$ cat src/rtl/chain_decode_if.sv
// Handshake/result bundle for chain_decode.
//   in_valid/in_ready/syndrome_in         : syndrome input handshake
//   out_valid/out_ready                   : result output handshake
//   correction_out/residual_out/rounds_out/converged_out : decode result
// master = syndrome producer / result consumer, slave = the decoder.
interface chain_decode_if #(
  parameter int NUM_ANC = 8,
  parameter int RW      = 3
);
  logic               in_valid;
  logic               in_ready;
  logic [NUM_ANC-1:0] syndrome_in;
  logic               out_valid;
  logic               out_ready;
  logic [NUM_ANC:0]   correction_out;
  logic [NUM_ANC-1:0] residual_out;
  logic [RW-1:0]      rounds_out;
  logic               converged_out;

  modport master (
    output in_valid, syndrome_in, out_ready,
    input  in_ready, out_valid, correction_out, residual_out, rounds_out, converged_out
  );

  modport slave (
    input  in_valid, syndrome_in, out_ready,
    output in_ready, out_valid, correction_out, residual_out, rounds_out, converged_out
  );
endinterface

$ cat src/rtl/chain_decode.sv
// Greedy nearest-neighbour decoder for a 1-D repetition-code chain.
// Ancilla i sits between data i and data i+1. Rounds alternate EVEN pairs
// (2k,2k+1) and ODD pairs (2k+1,2k+2); a pair with both bits set flips the
// data qubit between them and clears both ancillas. Decoding stops when the
// residual is empty, MAX_ROUNDS rounds have run, or two rounds in a row
// found nothing.
// Ports: clk, rst (async, active-high), bus (chain_decode_if.slave):
//   syndrome in handshake, correction/residual/rounds/converged out handshake.
// Optional macro CHAIN_DECODE_BOUNDARY_EN: a set end ancilla that is unpaired
// in the current phase is matched to the chain boundary.
module chain_decode #(
  parameter int NUM_ANC    = 8,
  parameter int MAX_ROUNDS = 4,
  parameter int RW         = $clog2(MAX_ROUNDS + 1)
) (
  input  logic           clk,
  input  logic           rst,
  chain_decode_if.slave  bus
);

  typedef enum logic [1:0] {IDLE, EVEN, ODD, DONE} state_t;

  state_t             state, next_state;
  logic [NUM_ANC-1:0] res, res_n;
  logic [NUM_ANC:0]   corr, corr_n;
  logic [RW-1:0]      rounds, rounds_inc;
  logic               prev_match;
  logic               any_match;
  logic               ready_q;
  logic               accept;
  logic               stop;
  logic               odd;

  // in_ready is registered from next_state so that it rises on the first
  // edge after reset and on the edge that completes the output handshake.
  assign accept     = bus.in_valid && ready_q;
  assign odd        = (state == ODD);
  assign rounds_inc = rounds + RW'(1);

  // One matching round over the current residual.
  always_comb begin
    res_n     = res;
    corr_n    = corr;
    any_match = 1'b0;
    for (int unsigned i = 0; i + 1 < NUM_ANC; i++) begin
      if (((i % 2) == 1) == odd && res[i] && res[i+1]) begin
        res_n[i]    = 1'b0;
        res_n[i+1]  = 1'b0;
        corr_n[i+1] = ~corr_n[i+1];
        any_match   = 1'b1;
      end
    end
`ifdef CHAIN_DECODE_BOUNDARY_EN
    // Ancilla 0 is unpaired in ODD; the last ancilla is unpaired in the
    // phase whose parity matches its index.
    if (odd && res[0]) begin
      res_n[0]  = 1'b0;
      corr_n[0] = ~corr_n[0];
      any_match = 1'b1;
    end
    if ((((NUM_ANC - 1) % 2) == 1) == odd && res[NUM_ANC-1]) begin
      res_n[NUM_ANC-1] = 1'b0;
      corr_n[NUM_ANC]  = ~corr_n[NUM_ANC];
      any_match        = 1'b1;
    end
`endif
  end

  // prev_match starts at 1 so a single empty first round does not stall.
  assign stop = (res_n == '0) || (rounds_inc == RW'(MAX_ROUNDS)) ||
                (!any_match && !prev_match);

  always_comb begin
    next_state = state;
    case (state)
      IDLE:     if (accept) next_state = (bus.syndrome_in == '0) ? DONE : EVEN;
      EVEN:     next_state = stop ? DONE : ODD;
      ODD:      next_state = stop ? DONE : EVEN;
      DONE:     if (bus.out_ready) next_state = IDLE;
      default:  next_state = IDLE;
    endcase
  end

  always_ff @(posedge clk or posedge rst) begin
    if (rst) state <= IDLE;
    else     state <= next_state;
  end

  always_ff @(posedge clk or posedge rst) begin
    if (rst) begin
      res        <= '0;
      corr       <= '0;
      rounds     <= '0;
      prev_match <= 1'b1;
      ready_q    <= 1'b0;
    end else begin
      ready_q <= (next_state == IDLE);
      case (state)
        IDLE: begin
          if (accept) begin
            res        <= bus.syndrome_in;
            corr       <= '0;
            rounds     <= '0;
            prev_match <= 1'b1;
          end
        end
        EVEN, ODD: begin
          res        <= res_n;
          corr       <= corr_n;
          rounds     <= rounds_inc;
          prev_match <= any_match;
        end
        default: ;
      endcase
    end
  end

  assign bus.in_ready       = ready_q;
  assign bus.out_valid      = (state == DONE);
  assign bus.correction_out = corr;
  assign bus.residual_out   = res;
  assign bus.rounds_out     = rounds;
  assign bus.converged_out  = (res == '0);

endmodule

$ cat src/flat_wrapper.sv
// flat-port wrapper written by rule: the top's interface ports become plain ports
module chain_decode_flat 
#(
  parameter int NUM_ANC    = 8,
  parameter int MAX_ROUNDS = 4,
  parameter int RW         = $clog2(MAX_ROUNDS + 1)
)
  (clk, rst, bus_in_valid, bus_syndrome_in, bus_out_ready, bus_in_ready, bus_out_valid, bus_correction_out, bus_residual_out, bus_rounds_out, bus_converged_out);
  chain_decode_if #(.NUM_ANC(NUM_ANC), .RW(RW)) bus_i ();
  input  logic clk;
  input  logic rst;
  input wire logic [$bits(bus_i.in_valid)-1:0] bus_in_valid;
  input wire logic [$bits(bus_i.syndrome_in)-1:0] bus_syndrome_in;
  input wire logic [$bits(bus_i.out_ready)-1:0] bus_out_ready;
  output wire logic [$bits(bus_i.in_ready)-1:0] bus_in_ready;
  output wire logic [$bits(bus_i.out_valid)-1:0] bus_out_valid;
  output wire logic [$bits(bus_i.correction_out)-1:0] bus_correction_out;
  output wire logic [$bits(bus_i.residual_out)-1:0] bus_residual_out;
  output wire logic [$bits(bus_i.rounds_out)-1:0] bus_rounds_out;
  output wire logic [$bits(bus_i.converged_out)-1:0] bus_converged_out;
  assign bus_i.in_valid = bus_in_valid;
  assign bus_i.syndrome_in = bus_syndrome_in;
  assign bus_i.out_ready = bus_out_ready;
  assign bus_in_ready = bus_i.in_ready;
  assign bus_out_valid = bus_i.out_valid;
  assign bus_correction_out = bus_i.correction_out;
  assign bus_residual_out = bus_i.residual_out;
  assign bus_rounds_out = bus_i.rounds_out;
  assign bus_converged_out = bus_i.converged_out;
  chain_decode #(.NUM_ANC(NUM_ANC), .MAX_ROUNDS(MAX_ROUNDS), .RW(RW)) u_core (.clk(clk), .rst(rst), .bus(bus_i));
endmodule
$ cat config.mk
export PLATFORM = sky130hd
export DESIGN_NAME = chain_decode_flat
export DESIGN_NICKNAME = d
export VERILOG_FILES = /design/src/rtl/chain_decode_if.sv /design/src/rtl/chain_decode.sv /design/src/flat_wrapper.sv
export SDC_FILE = /design/constraint.sdc
export NUM_CORES = 1
export LEC_CHECK = 0
export CELL_PAD_IN_SITES_DETAIL_PLACEMENT = 0
export CELL_PAD_IN_SITES_GLOBAL_PLACEMENT = 1
export CORE_MARGIN = 2
export CORE_UTILIZATION = 32
export DETAILED_ROUTE_END_ITERATION = 8
export GPL_TIMING_DRIVEN = 0
export PLACE_DENSITY = 0.83
export SLEW_MARGIN = 20
export SYNTH_ARGS = -nofsm -noshare
export SYNTH_HDL_FRONTEND = slang
export SYNTH_SLANG_ARGS = --single-unit
$ cat constraint.sdc
create_clock -name clk -period 1.6 [get_ports clk]
set_clock_uncertainty 0.1 [all_clocks]
set_input_delay 0.32 -clock clk [delete_from_list [all_inputs] [get_ports clk]]
set_output_delay 0.32 -clock clk [all_outputs]
set_load 0.02 [all_outputs]
# Word level (Yosys, flattened, before mapping)
# Index checks and enable logic that the tools add are counted.
# op_classes
addsub	1
n_eq_ne	12
mux	35
bitwise	9
n_reduce_logical	36
# ops
op	count
$logic_not A8 Y1	3
$reduce_and A3 Y1	8
$mux W2	11
$pmux W9 S2	1
$logic_and A1 B1 Y1	16
$mux W1	16
$ne A2 B1 Y1 const B	8
$pmux W8 S2	1
$mux W9	1
$not A1 Y1	9
$mux W8	1
$pmux W2 S4	1
$pmux W3 S2	1
$eq A2 B2 Y1 const B	2
$logic_not A2 Y1	2
$add A3 B1 Y3 const B	1
$eq A3 B3 Y1 const B	1
$mux W3	1
$eq A2 B1 Y1 const B	1
$logic_not A1 Y1	2
$logic_or A1 B1 Y1	2
$pmux W1 S2	1
$reduce_and A2 Y1	1
$reduce_bool A2 Y1	1
$reduce_or A2 Y1	1
# word_totals
ff_bits	24
inputBits	12
output_inout_bits	23
word_cells	106

# Logic depth before layout (Yosys ltp)
# Gate-level depths: netlist (run 1).
# logic_depth
ltp_word	17
mapped_depth	8
ltp_nobuf	7

# Worst setup path before layout (run 1)
# Ideal clock, no wire load.
# synth_timing
kind	register -> output
start	register u_core.res[5] (netlist: u_core.bus.residual_out[5])
end	output port bus_converged_out
arrival_time_ps	1456
t_required_ps	1180
setup_slack_ps	-276
stages_incl_launch_ff	4
path_buffers	1
cell_sequence	dfrtp_1 > clkbuf_2 > or4_1 > nor2_1
# synth_via
elab_chain_cells	1
# synth_lines
item	line	rtl
start: declaration	chain_decode.sv:24	logic [NUM_ANC-1:0] res, res_n;
start signal: assignment	chain_decode.sv:101	res <= bus.syndrome_in;
start signal: assignment	chain_decode.sv:108	res <= res_n;
$logic_not A8 Y1	chain_decode.sv:123	assign bus.converged_out = (res == '0);
end: declaration	flat_wrapper.sv:20	output wire logic [$bits(bus_i.converged_out)-1:0] bus_converged_out;
# Every way passes these cells.

# Worst setup path in the final report (run 1)
# Ends and elaborated chain as after synthesis.

==> impl_metrics.env, run 1 <==
export IMPL_outcome="finished, violations left"
export IMPL_violations="setup timing"
export IMPL_ctsLongestPathBuffers=2
export IMPL_yosys_warnings=0
export IMPL_cts_tree="done"
export IMPL_avgViaCountPerCell=5.265
export IMPL_clkTransAtPathRegs_ps=80
export IMPL_drv_cap=0
export IMPL_required_ps=1180
export IMPL_antenna_cells=0
export IMPL_grt_pass1_vias=1363
export IMPL_slew_viol_final=0
export IMPL_worstSetupPathType="flip-flop to primary output"
export IMPL_firstDrtPassIters=4
export IMPL_routed_via_count=1469
export IMPL_grt_ovfl_total=0
export IMPL_holdWs_ps=399.8
export IMPL_final_nets=248
export IMPL_clk_latency_ps=270
export IMPL_synth_seq_area_share_pct=39.10
export IMPL_mostFrequentLayoutCell="nand2_1"
export IMPL_synth_edff_count=0
export IMPL_io_pins=35
export IMPL_synthDistinctLibCells=40
export IMPL_core_um2=4294
export IMPL_holdBufCountCts=0
export IMPL_cts_root_buf="clkbuf_8"
export IMPL_initial_utilization_pct=32.87
export IMPL_antenna_found_initial=0
export IMPL_r2r_cells=7
export IMPL_drtIter0Drc=91
export IMPL_syn_area_per_cell_um2=8.554
export IMPL_place_inst=250
export IMPL_syn2layout_area_growth_pct=70.74
export IMPL_cts_made_buffers=3
export IMPL_regToRegSetupSlack_ps=-180
export IMPL_fin_crit_ps=1949
export IMPL_row_count=24
export IMPL_p_leak_nw=1.104
export IMPL_rr_endpoint="u_core.state[1]"
export IMPL_place_hpwl_um=2650
export IMPL_power_density_nw_per_um2=2384
export IMPL_hold_viol=0
export IMPL_crit_path_end_kind="primary output"
export IMPL_worstHoldEndpoint="u_core.bus.rounds_out[2]"
export IMPL_routabilityCongestion=0.7839
export IMPL_fmax_mhz=513.2
export IMPL_synth_top_area_share_pct=37.23
export IMPL_dieWidth_um=70.41
export IMPL_syn_inst=165
export IMPL_cts_htree_levels=1
export IMPL_critPathArrivalTime_ps=1530
export IMPL_ys_async_sr_fraction_pct=100.0
export IMPL_fin_crit_sh_pct=121.8
export IMPL_fin_area_um2=2410
export IMPL_hold_depth=2
export IMPL_drive_gt1_share_pct=45.81
export IMPL_grt_usage_pct=15.93
export IMPL_place_ws_ps=-569.8
export IMPL_synth_area_leaders="dfrtp_1, nand2_1, ha_1"
export IMPL_wire_per_inst_um=15.74
export IMPL_most_common_layout_cells="nand2_1, buf_4, dlygate4sd2_1"
export IMPL_timing_final_ws_setup_ps=-348.7
export IMPL_synthesis_area_um2=1411
export IMPL_final_cells=279
export IMPL_dieArea_um2=4958
export IMPL_slew_headroom_pct=41.76
export IMPL_yosysTopAreaCell="dfrtp_1"
export IMPL_irDropWorstVdd_mv=1.154
export IMPL_rr_startpoint="u_core.state[1]"
export IMPL_worstSetupStartpointType="flip-flop"
export IMPL_postPlaceCellArea_um2=1883
export IMPL_grt_max_degree=23
export IMPL_grt_pass1_wl_um=6299
export IMPL_clock_sinks=22
export IMPL_setup_viol=21
export IMPL_ant_nets=0
export IMPL_tightest_slew_ps=872.7
export IMPL_ys_ff_latch=22
export IMPL_min_from="u_core.bus.rounds_out[2]"
export IMPL_synth_main_ff_cell="dfrtp_1"
export IMPL_hold_class="flip-flop to flip-flop"
export IMPL_die_y_um=70.41
export IMPL_cp_max_fo=7
export IMPL_wl_um=4391
export IMPL_rsz0062_at_grt="true"
export IMPL_portBuffers=32
export IMPL_drcViolationCount=0
==> synth_stat cells, drive strengths merged, types with 2 or more instances <==
master,instances
nand2b,2
nor3,2
o21ai,13
o31ai,6
a22o,5
nand2,36
a221o,2
dfrtp,21
a31oi,4
nor2,8
or4,2
nor4,2
a21boi,3
nand3,6
buf,6
clkbuf,4
inv,8
a22oi,2
a21oi,7
a211o,3
nand3b,4
ha,8
nor2b,2
==> flip-flops by register name (all words and copies together) (netlist names) <==
name	flops
u_core.bus.correction_out	7
u_core.bus.in_ready	1
u_core.bus.residual_out	8
u_core.bus.rounds_out	3
u_core.prev_match	1
u_core.state	2
==> metrics by stage <==
stage	power [mW]	TNS (ps)	utilization [%]
finish	5.745	-1469	56.12
global route	6.119	-2496	56.12
CTS	4.685	-724.4	48.14
detailed placement	3.937	-8424	43.85
global placement	3.928	-8052	43.85
floorplan	3.051	-611.6	-
==> how the worst max path moves through the flow <==
stage | depth (start not counted) | slack, ps | startpoint | endpoint
final | 3 | -350 | u_core.bus.residual_out[5] | bus_converged_out
after global routing | 3 | -390 | u_core.bus.residual_out[7] | bus_converged_out
after CTS | 4 | -400 | u_core.bus.residual_out[4] | bus_converged_out
after detailed placement | 4 | -570 | u_core.bus.residual_out[4] | bus_converged_out
after global placement | 4 | -570 | u_core.bus.residual_out[4] | bus_converged_out
after floorplan | 3 | -90 | u_core.bus.residual_out[4] | bus_converged_out
==> where the power goes <==
part           switching, mW  total, mW  leakage (nW)  internal (mW)
Sequential             0.318       1.14         0.273          0.818
Combinational           2.21       4.20         0.801           2.00
Clock                  0.187      0.406        0.0288          0.220
Total                   2.71       5.74          1.10           3.03
==> cell families (layout without fill, tap and decap cells) <==
logic type	count (synthesis)	after routing	synth area share, %
buffers and inverters	18	79	5.939
other	1	2	0.2657
AND/OR/NAND/NOR	66	66	21.63
AO/OA/AOI/OAI	49	49	25.18
flip-flops	22	22	39.10
multiplexers	1	1	0.7978
adder cells (fa/ha/maj)	8	8	7.092
==> worst max-delay path, stage by stage (launching register included) <==
cell	delay, ps
dfrtp_2	460
or4_4	560
nor2_4	120
buf_6	120
==> per-layer routing <==
| layer | part of all wire [%] | vias up | wire length (um) | global-route usage (%) |
|---|---|---|---|---|
| met4 | 1.3 | 0 | 59 | 3.632 |
| met2 | 49 | 43 | 2170 | 26.94 |
| met3 | 4.7 | 8 | 206 | 3.175 |
| met1 | 45 | 706 | 1955 | 20.90 |
| met5 | 0 | - | 0 | 0 |
| li1 | - | 712 | - | - |
==> final cells by class <==
cell class	instances	area [um2]
fillers	393	1884
clock buffers	4	55.05
flip-flops and latches	22	563.0
well taps	52	65.06
repair buffers	59	551.8
multi-input cells	126	1055
plain buffers	8	82.58
inverters	8	37.54
==> repair_timing <==
action                                  4_1_cts  5_1_grt
gates resized for setup                      54       66
gates cloned                                  0        1
setup buffers                                 8       19
endpoints found under the setup margin       43       22
pin swaps                                     5       25
No activity file was read; power rests on OpenSTA's default activity.
==> run 2: changes to the inputs <==
--- a/config.mk
+++ b/config.mk
@@ -8,10 +8,10 @@
 export CELL_PAD_IN_SITES_DETAIL_PLACEMENT = 0
 export CELL_PAD_IN_SITES_GLOBAL_PLACEMENT = 1
 export CORE_MARGIN = 2
-export CORE_UTILIZATION = 32
+export CORE_UTILIZATION = 36
 export DETAILED_ROUTE_END_ITERATION = 8
 export GPL_TIMING_DRIVEN = 0
-export PLACE_DENSITY = 0.83
+export PLACE_DENSITY = 0.88
 export SLEW_MARGIN = 20
 export SYNTH_ARGS = -nofsm -noshare
 export SYNTH_HDL_FRONTEND = slang
==> constraint.sdc (replaced) <==
create_clock -name clk -period 1.85 [get_ports clk]
set_clock_uncertainty 0.1 [all_clocks]
set_input_delay 0.37 -clock clk [delete_from_list [all_inputs] [get_ports clk]]
set_output_delay 0.37 -clock clk [all_outputs]
set_load 0.02 [all_outputs]
==> run 2 against run 1 <==
The run still ends with setup timing left. Critical path type unchanged. Global-route usage up 2.9 points. First-iteration DRC count up 3.3%. Critical path depth up 1.
==> impl_metrics.env, run 2 (synthesis gave the netlist of run 1 again) <==
export IMPL_dieArea_um2=4438
export IMPL_hold_class="flip-flop to flip-flop"
export IMPL_fin_setup_tns_ps=-169.3
export IMPL_p_clk_share_pct=7.9
export IMPL_drive_gt1_share_pct=22.97
export IMPL_cts_tree="done"
export IMPL_comb_power_share_pct=68.2
export IMPL_routabilityCongestion=0.8470
export IMPL_violations="setup timing"
export IMPL_slew_headroom_pct=40.28
export IMPL_grt_pass1_wl_um=6216
export IMPL_routed_via_count=1375
export IMPL_slew_viol_final=0
export IMPL_cts_htree_levels=1
export IMPL_grt_max_degree=23
export IMPL_clock_sinks=22
export IMPL_drcViolationCount=0
export IMPL_cp_max_fo=2
export IMPL_drv_cap=0
export IMPL_outcome="finished, violations left"
export IMPL_critPathMostFrequentCell="buf_6"
export IMPL_antenna_cells=0
export IMPL_rsz0062_at_grt="true"
export IMPL_cts_root_buf="clkbuf_8"
export IMPL_internal_power_mw=2.044
export IMPL_worstSetupStartpointType="flip-flop"
export IMPL_required_ps=1380
export IMPL_dieWidth_um=66.62
export IMPL_grt_usage_pct=18.79
export IMPL_power_density_nw_per_um2=1958
export IMPL_most_common_layout_cells="nand2_1, clkdlybuf4s50_1, dfrtp_1"
export IMPL_die_y_um=66.62
export IMPL_p_seq_share_pct=23.8
export IMPL_largest_reg_flops=8
export IMPL_fmax_mhz=495.2
export IMPL_grt_ovfl_total=0
export IMPL_place_hpwl_um=2772
export IMPL_setup_viol=1
export IMPL_initial_utilization_pct=37.98
export IMPL_fin_crit_ps=2019
export IMPL_critPathArrivalTime_ps=1550
export IMPL_clkTransAtPathRegs_ps=80
export IMPL_firstDrtPassIters=4
export IMPL_ant_nets=0
export IMPL_path_cells="buf_6, or4_4, nor2_4, buf_6"
export IMPL_holdWs_ps=387.0
export IMPL_timing_final_ws_setup_ps=-169.3
export IMPL_syn2layout_area_growth_pct=41.49
export IMPL_final_nets=230
export IMPL_p_leak_nw=0.9111
export IMPL_wire_per_inst_um=15.17
export IMPL_drtIter0Drc=94
export IMPL_core_um2=3716
export IMPL_cp_slowest_stage_delay_ps=530
export IMPL_antenna_found_initial=0
export IMPL_worstSetupPathType="flip-flop to primary output"
export IMPL_grt_pass1_vias=1289
export IMPL_portBuffers=32
export IMPL_irDropWorstVdd_mv=0.7096
export IMPL_wl_um=3899
export IMPL_hold_viol=0
export IMPL_crit_path_end_kind="primary output"
export IMPL_avgViaCountPerCell=5.350
export IMPL_row_count=22
export IMPL_mostFrequentLayoutCell="nand2_1"
export IMPL_fin_crit_sh_pct=109.2
export IMPL_cts_made_buffers=3
export IMPL_cp_slowest_cell="or4_4"
export IMPL_clk_latency_ps=260
export IMPL_utilization_pct=53.74
export IMPL_tightest_slew_ps=894.8
export IMPL_ctsLongestPathBuffers=2
export IMPL_swShare_pct=47.72
export IMPL_io_pins=35
export IMPL_switching_power_mw=1.866
run 2: layer usage:
metal | share of wire [%] | GRT usage (%)
met2 | 47 | 29.88
met5 | 0 | 0
met3 | 3.5 | 2.027
met4 | 1.6 | 8.929
met1 | 48 | 25.42
run 2: cell type report:
type	count	area, um2
flip-flops and latches	22	556.8
well taps	48	60.06
multi-input cells	126	843.3
fillers	354	1719
inverters	8	32.53
plain buffers	10	85.08
clock buffers	4	45.04
repair buffers	39	374.1
run 2: repair_timing:
item | 4_1_cts | 5_1_grt
pin swaps | 0 | 2
setup buffers | 0 | 7
hold buffers | 0 | 0
endpoints found under the setup margin | 8 | 17
resized for setup | 25 | 23
run 2: worst max-delay path, delay by kind of cell, from the launching register on:
kind          cells  cell delay (ps)
buf+inv           2              230
simple gates      2              650
flops             1              400
run 2: final timing paths:
kind,startpoint,end,slack [ps],cells past startpoint
hold / removal,u_core.bus.correction_out[1],u_core.bus.correction_out[1],390,1
setup / recovery,u_core.bus.residual_out[4],bus_converged_out,-170,4
min in group asynchronous,rst,u_core.bus.residual_out[3],500,2
hold reg to reg,u_core.bus.correction_out[1],u_core.bus.correction_out[1],390,1
max in group asynchronous,rst,u_core.state[1],540,2
setup reg to reg,u_core.state[0],u_core.state[1],90,7
run 2: through the flow:
stage / instance area [um2] / cells / setup slack (ps) / power, mW
final: 1997 / 257 / -169.3 / 3.911
after global routing: 1997 / 257 / -213.6 / 4.212
after CTS: 1897 / 250 / -211.3 / 3.699
after detailed placement: 1803 / 246 / -480.9 / 3.279
after global placement: 1803 / 246 / -467.4 / 3.206
after floorplan: 1423 / 166 / 2.487 / 2.494
run 2: power by group through the flow:
stage                     Clock (mW)  Sequential [mW]  Combinational (mW)
after floorplan                    0             1.05                1.44
after global placement             0            0.890                2.32
after detailed placement           0            0.904                2.37
after CTS                      0.326            0.916                2.46
after global routing           0.342            0.963                2.91
final                          0.311            0.933                2.67
